===== src/rtl/pipe_ctrl_pkg.sv =====
// Shared definitions for the pipeline control unit: stall vectors,
// exception codes, FSM states and the codebase-wide reset/zero constants.
package pipe_ctrl_pkg;

  localparam logic        RstEnable = 1'b1;
  localparam logic [31:0] ZeroWord  = 32'h0000_0000;

  // Stall vectors: bit i holds pipeline register i; always a contiguous low run
  localparam logic [5:0] STALL_NONE = 6'b000000;
  localparam logic [5:0] STALL_ID   = 6'b000111;
  localparam logic [5:0] STALL_EX   = 6'b001111;
  localparam logic [5:0] STALL_MEM  = 6'b011111;

  // Exception codes committed by MEM
  localparam logic [31:0] EXC_INT          = 32'h0000_0001;
  localparam logic [31:0] EXC_SYSCALL      = 32'h0000_0008;
  localparam logic [31:0] EXC_INST_INVALID = 32'h0000_000a;
  localparam logic [31:0] EXC_OV           = 32'h0000_000c;
  localparam logic [31:0] EXC_TRAP         = 32'h0000_000d;
  localparam logic [31:0] EXC_ERET         = 32'h0000_000e;

  typedef enum logic [1:0] {
    ST_RUN      = 2'd0,
    ST_RECOVER  = 2'd1,
    ST_HALT_BUS = 2'd2
  } pipe_state_e;

  // Highest-priority stall request wins; later stages imply earlier ones
  function automatic logic [5:0] stall_select(input logic id, input logic ex,
                                              input logic mem);
    if (mem)     return STALL_MEM;
    else if (ex) return STALL_EX;
    else if (id) return STALL_ID;
    else         return STALL_NONE;
  endfunction

endpackage


===== src/rtl/pipe_ctrl_watchdog.sv =====
// MEM-stage data-bus watchdog: counts consecutive enabled cycles and emits a
// one-cycle expire pulse (registered) once STALL_TIMEOUT cycles have elapsed.
module stall_watchdog
  import pipe_ctrl_pkg::*;
#(
  parameter int unsigned STALL_TIMEOUT = 16,
  parameter int unsigned CNT_W         = 16
) (
  input  logic clk,
  input  logic rst,
  input  logic count_en,
  input  logic clr,
  output logic expire
);

  localparam logic [CNT_W-1:0] LAST_CNT = CNT_W'(STALL_TIMEOUT - 1);

  logic [CNT_W-1:0] cnt;

  // Counter with clear priority; wraps to zero and pulses expire on the last count
  always_ff @(posedge clk) begin
    if (rst == RstEnable || clr) begin
      cnt    <= '0;
      expire <= 1'b0;
    end else if (count_en && cnt == LAST_CNT) begin
      cnt    <= '0;
      expire <= 1'b1;
    end else if (count_en) begin
      cnt    <= cnt + CNT_W'(1);
      expire <= 1'b0;
    end else begin
      expire <= 1'b0;
    end
  end

endmodule


===== src/rtl/pipe_ctrl.sv =====
// Central pipeline control: merges stall requests into a per-stage stall
// vector, turns committed exceptions into flush + redirect PC, and watches
// for hung data-bus accesses (bus_err).
// Optional statistics counters are enabled by defining PIPE_STALL_STATS_EN.
module pipe_ctrl
  import pipe_ctrl_pkg::*;
#(
  parameter logic [31:0] EXC_VECTOR    = 32'h0000_0020,
  parameter int unsigned STALL_TIMEOUT = 16,
  parameter int unsigned CNT_W         = 16
) (
  input  logic        clk,
  input  logic        rst,
  input  logic        stallreq_id,
  input  logic        stallreq_ex,
  input  logic        stallreq_mem,
  input  logic [31:0] excepttype,
  input  logic [31:0] cp0_epc,
  output logic [5:0]  stall,
  output logic        flush,
  output logic [31:0] new_pc,
  output logic        bus_err,
  output logic [1:0]  state_o
`ifdef PIPE_STALL_STATS_EN
  ,
  output logic [31:0] stall_cycles,
  output logic [15:0] flush_count
`endif
);

  pipe_state_e state_q;
  pipe_state_e cur_state;
  pipe_state_e next_state;
  logic        exc_hit;
  logic        wd_count_en;
  logic        wd_expire;

  assign exc_hit = (excepttype != ZeroWord);

  // The watchdog pulse and the HALT_BUS entry share one edge: while the pulse
  // is high the unit already behaves as HALT_BUS, and state_q follows from there.
  assign cur_state = wd_expire ? ST_HALT_BUS : state_q;
  assign state_o   = cur_state;
  assign bus_err   = wd_expire;

  assign wd_count_en = (cur_state == ST_RUN) && stallreq_mem && !exc_hit;

  stall_watchdog #(
    .STALL_TIMEOUT (STALL_TIMEOUT),
    .CNT_W         (CNT_W)
  ) u_watchdog (
    .clk      (clk),
    .rst      (rst),
    .count_en (wd_count_en),
    .clr      (!wd_count_en),
    .expire   (wd_expire)
  );

  // Combinational stall/flush/redirect and next-state selection
  always_comb begin
    stall      = STALL_NONE;
    flush      = 1'b0;
    new_pc     = ZeroWord;
    next_state = cur_state;
    case (cur_state)
      ST_RUN, ST_HALT_BUS: begin
        if (exc_hit) begin
          flush      = 1'b1;
          new_pc     = (excepttype == EXC_ERET) ? cp0_epc : EXC_VECTOR;
          next_state = ST_RECOVER;
        end else if (cur_state == ST_HALT_BUS) begin
          stall = STALL_MEM;
          if (!stallreq_mem) next_state = ST_RUN;
        end else begin
          stall = stall_select(stallreq_id, stallreq_ex, stallreq_mem);
        end
      end
      ST_RECOVER: next_state = ST_RUN;
      default:    next_state = ST_RUN;
    endcase
  end

  // FSM state register
  always_ff @(posedge clk) begin
    if (rst == RstEnable) state_q <= ST_RUN;
    else                  state_q <= next_state;
  end

`ifdef PIPE_STALL_STATS_EN
  // Saturating statistics counters
  always_ff @(posedge clk) begin
    if (rst == RstEnable) begin
      stall_cycles <= '0;
      flush_count  <= '0;
    end else begin
      if (stall != STALL_NONE && stall_cycles != '1) stall_cycles <= stall_cycles + 32'd1;
      if (flush && flush_count != '1)                flush_count  <= flush_count + 16'd1;
    end
  end
`endif

endmodule

===== config.mk =====
export PLATFORM = sky130hd
export DESIGN_NAME = pipe_ctrl
export DESIGN_NICKNAME = d
export VERILOG_FILES = /design/src/rtl/pipe_ctrl_pkg.sv /design/src/rtl/pipe_ctrl_watchdog.sv /design/src/rtl/pipe_ctrl.sv
export SDC_FILE = /design/constraint.sdc
export NUM_CORES = 1
export LEC_CHECK = 0
export ABC_CLOCK_PERIOD_IN_PS = 6900
export BUFFER_PORTS_ARGS = -buffer_cell sky130_fd_sc_hd__buf_2
export CORE_AREA = 2 2 60 62
export CTS_CLUSTER_SIZE = 8
export DETAILED_ROUTE_END_ITERATION = 10
export DIE_AREA = 0 0 62 64
export PLACE_DENSITY = 0.85
export REMOVE_ABC_BUFFERS = 1
export SETUP_SLACK_MARGIN = 0.5
export SLEW_MARGIN = 20
export SYNTH_ARGS = -nofsm -noshare
export SYNTH_HDL_FRONTEND = slang
export SYNTH_HIERARCHICAL = 1
export SYNTH_SLANG_ARGS = --single-unit

===== constraint.sdc =====
create_clock -name clk -period 6.9 [get_ports clk]
set_input_delay 0.345 -clock clk [delete_from_list [all_inputs] [get_ports clk]]
set_output_delay 0.345 -clock clk [all_outputs]
set_load 0.01 [all_outputs]

==> qor.log <==
[global_routing] largest net degree at the start of global routing 38
[die] I/O pin total 111
[sta] Worst Max-Slew Pin Slew 782 ps
[worst_setup_path] kind of start point of the critical path register
[global_routing] sum of overflow across all layers after global routing 0
[die] area of the core 0.00328 mm^2
[run] max-capacitance violation count 0
[sta] fin crit share 42.3%
[sta] RSZ-0062 raised after global routing no
[final_layout] nets 332
[sta] number of setup violations in the final report 0
[synth] share of the yosys chip area belonging to registers 27.9%
[clock_network] source-to-sink clock delay at the later pin of the worst-skew pair 300 ps
[route] initial detailed-routing violation count 64
[route] Routed Wire Length 3830 um
[global_routing] antenna violations before repair 0
[global_routing] overall routing resource usage 18.4%
[route] WL/cell 12.5 um
[run_status] status finished, final reports clean
[synth] count of cell types in the netlist 34
[placement] IO buf count 109
[die] width of the die 62 um
[synth] Synth Cell Area 0.00136 mm^2
[die] initial standard-cell utilization of the core 41.5%
[worst_setup_path] Critical Path Sink Type register
[route] number of nets still failing antenna checks after routing 0
[die] vertical extent of the die 64 um
[clock_network] cts bufs inserted 3
[power] PD cells 103 mW/mm^2
[sta] pins over their slew limit 0
[sta] Total Neg Setup Slack 0 ps
[die] die footprint 0.00397 mm^2
[final_layout] share of layout cells above drive strength 1 47.9%
[synth] Post-synth ARST share 0%
[synth] largest cells by area after synthesis dfxtp_1 (28%), and4_1 (16%), xnor2_1 (7.7%)
[final_layout] number of diodes 0
[clock_network] number of levels the H-tree was split into 1
[final_layout] area delta synth->final 39.1%
[synth] Yosys reg bits 19
[route] Detailed Routing Iterations Pass 1 4
[clock_network] Resize count post-CTS 0
[clock_network] Max clock buf depth 2
[synth] average cell area after synthesis 8.37 um^2
[clock_network] clk root buf clkbuf_4
[clock_network] number of hold buffers added after cts 0
[sta] Slew headroom 47.9%
[die] row cnt 21
[synth] Synthesis Warnings 6
[placement] Placer Congestion 0.902
[synth] post-synthesis cell type with the largest combined area dfxtp_1
[min_path] min-delay worst type input port to register
[placement] DP Wirelength 3090 um
[clock_network] CTS tree built
[placement] total instance count after detailed placement 303
[route] Vias per Instance 5.13
[global_routing] global-route wire length before repair 5670 um
[clock_network] post-CTS setup-driven buffer insertion count 0
[route] total length of routed met3 wires 407 um
[worst_setup_path] critical path data required time 7100 ps
[route] met1 layer wirelength in the final routing 1600 um
[route] highest metal used met4
[final_layout] fill cell count 302
[synth] cell count after synthesis 163
[synth] share of the synthesized area in the top cell type 27.9%
[route] sum of met2 wire segment lengths after detailed routing 1800 um
[sta] clock period minus final worst setup slack 2920 ps
[worst_setup_path] critical-path maximum fanout 33
[synth] most frequently used flop master after synthesis dfxtp_1
[final_layout] final cell count without fillers 307
[worst_setup_path] Worst Path Class, Setup register to register
[sta] Clock Skew 4.17 ps
[global_routing] number of global-route vias before repair 1319
[clock_network] CTS sink cnt 19
[worst_setup_path] signal arrival time at the worst endpoint 3120 ps
[power] peak supply drop 0.0956 mV
[clock_network] clock-pin slew of the registers on the worst-case setup and hold paths 100 ps
[sta] max frequency 0.343 GHz
[route] vias post-DR 1575
[sta] endpoints failing hold 0
[route] DRC viols 0
[synth] number of synthesized flops with an enable pin 0
[power] leakage power summed over all cells 0.899 nW
-- where the power goes --
part | internal, mW | total, mW | switching (mW)
registers | 0.110 | 0.110 | 0.0000969
clock network | 0.0216 | 0.0556 | 0.0340
logic | 0.0161 | 0.0298 | 0.0138
-- flip-flops by register name, indices dropped and copies added, names as in the netlist --
register / flops
u_watchdog/expire: 1
u_watchdog/cnt: 16
state_q: 2
-- cells in the final DEF (no fill, tap or decap), types with 5 or more instances in the layout --
cell type and count:
buf_2 109, and4_1 25, nor2_1 21, dfxtp_1 19
xnor2_1 12, nor4_1 10, nand4_1 8, nor3_1 8
and4_2 7, nand2_1 5
-- per-layer routing --
layer  vias up  GRT usage (%)
met5         -              0
met4         0           3.19
met3         2           5.06
met2        68           32.2
met1       693           21.9
li1        812              -
-- path summary, 6_finish.rpt --
path,cells after the start,from,to,slack [ps]
worst max-delay path,8,u_watchdog/expire,u_watchdog/cnt[13],3980
worst min-delay path,2,rst,u_watchdog/expire,280
worst max register to register,8,u_watchdog/expire,u_watchdog/cnt[13],3980
worst min register to register,2,u_watchdog/cnt[15],u_watchdog/cnt[15],530
-- stage by stage --
step | utilization [%] | cell area, um^2 | hold WS (ps) | power [mW] | worst slack (ps)
after CTS | 57.8 | 1900 | 280 | 0.197 | 3970
after floorplan | - | 1270 | 422 | 0.120 | 4400
final | 57.8 | 1900 | 282 | 0.196 | 3980
after global routing | 57.8 | 1900 | 286 | 0.205 | 3630
after global placement | 56.9 | 1870 | 493 | 0.142 | 4000
after detailed placement | 56.9 | 1870 | 499 | 0.142 | 3810
-- Yosys cell counts, types with 2 or more instances --
library cell / n
and4_1: 25
nor2_1: 21
dfxtp_1: 19
xnor2_1: 12
nor4_1: 10
clkbuf_1: 8
nand4_1: 8
nor3_1: 8
and4_2: 7
nand2_1: 5
buf_6: 4
nand3_1: 4
buf_4: 3
inv_1: 3
or4_1: 3
xor2_1: 3
a21oi_1: 2
or3_1: 2
-- critical path: stages (launching register included) --
cell	delay [ps]
dfxtp_1	370
nand2b_1	630
inv_1	290
nor2_1	190
and4_1	340
nand4_1	320
nor4_1	440
xnor2_1	170
nor2_1	50
-- logic make-up (layout without fill, tap and decap cells) --
family                     Yosys count  after routing  share of synthesized area, %
muxes                                1              1                         0.734
AOI/OAI and AO/OA                    6              6                          3.03
other                                1              1                         0.275
and+or+nand+nor                    102            102                          49.5
DFF                                 19             19                          27.9
buffers and inverters               18            116                          7.98
xor gates and xnor gates            15             15                          9.63
adders and majority gates            1              1                         0.917
-- cell type report --
type | instances | area [um^2] | area share, %
multi-input combinational | 126 | 875 | 46.1
timing repair buffer | 109 | 546 | 28.8
inverter | 3 | 11.3 | 0.594
tap | 46 | 57.6 | 3.03
sequential | 19 | 380 | 20.1
clock buffer | 3 | 22.5 | 1.19
clock inverter | 1 | 5.00 | 0.264
No activity file was read; power rests on OpenSTA's default activity.
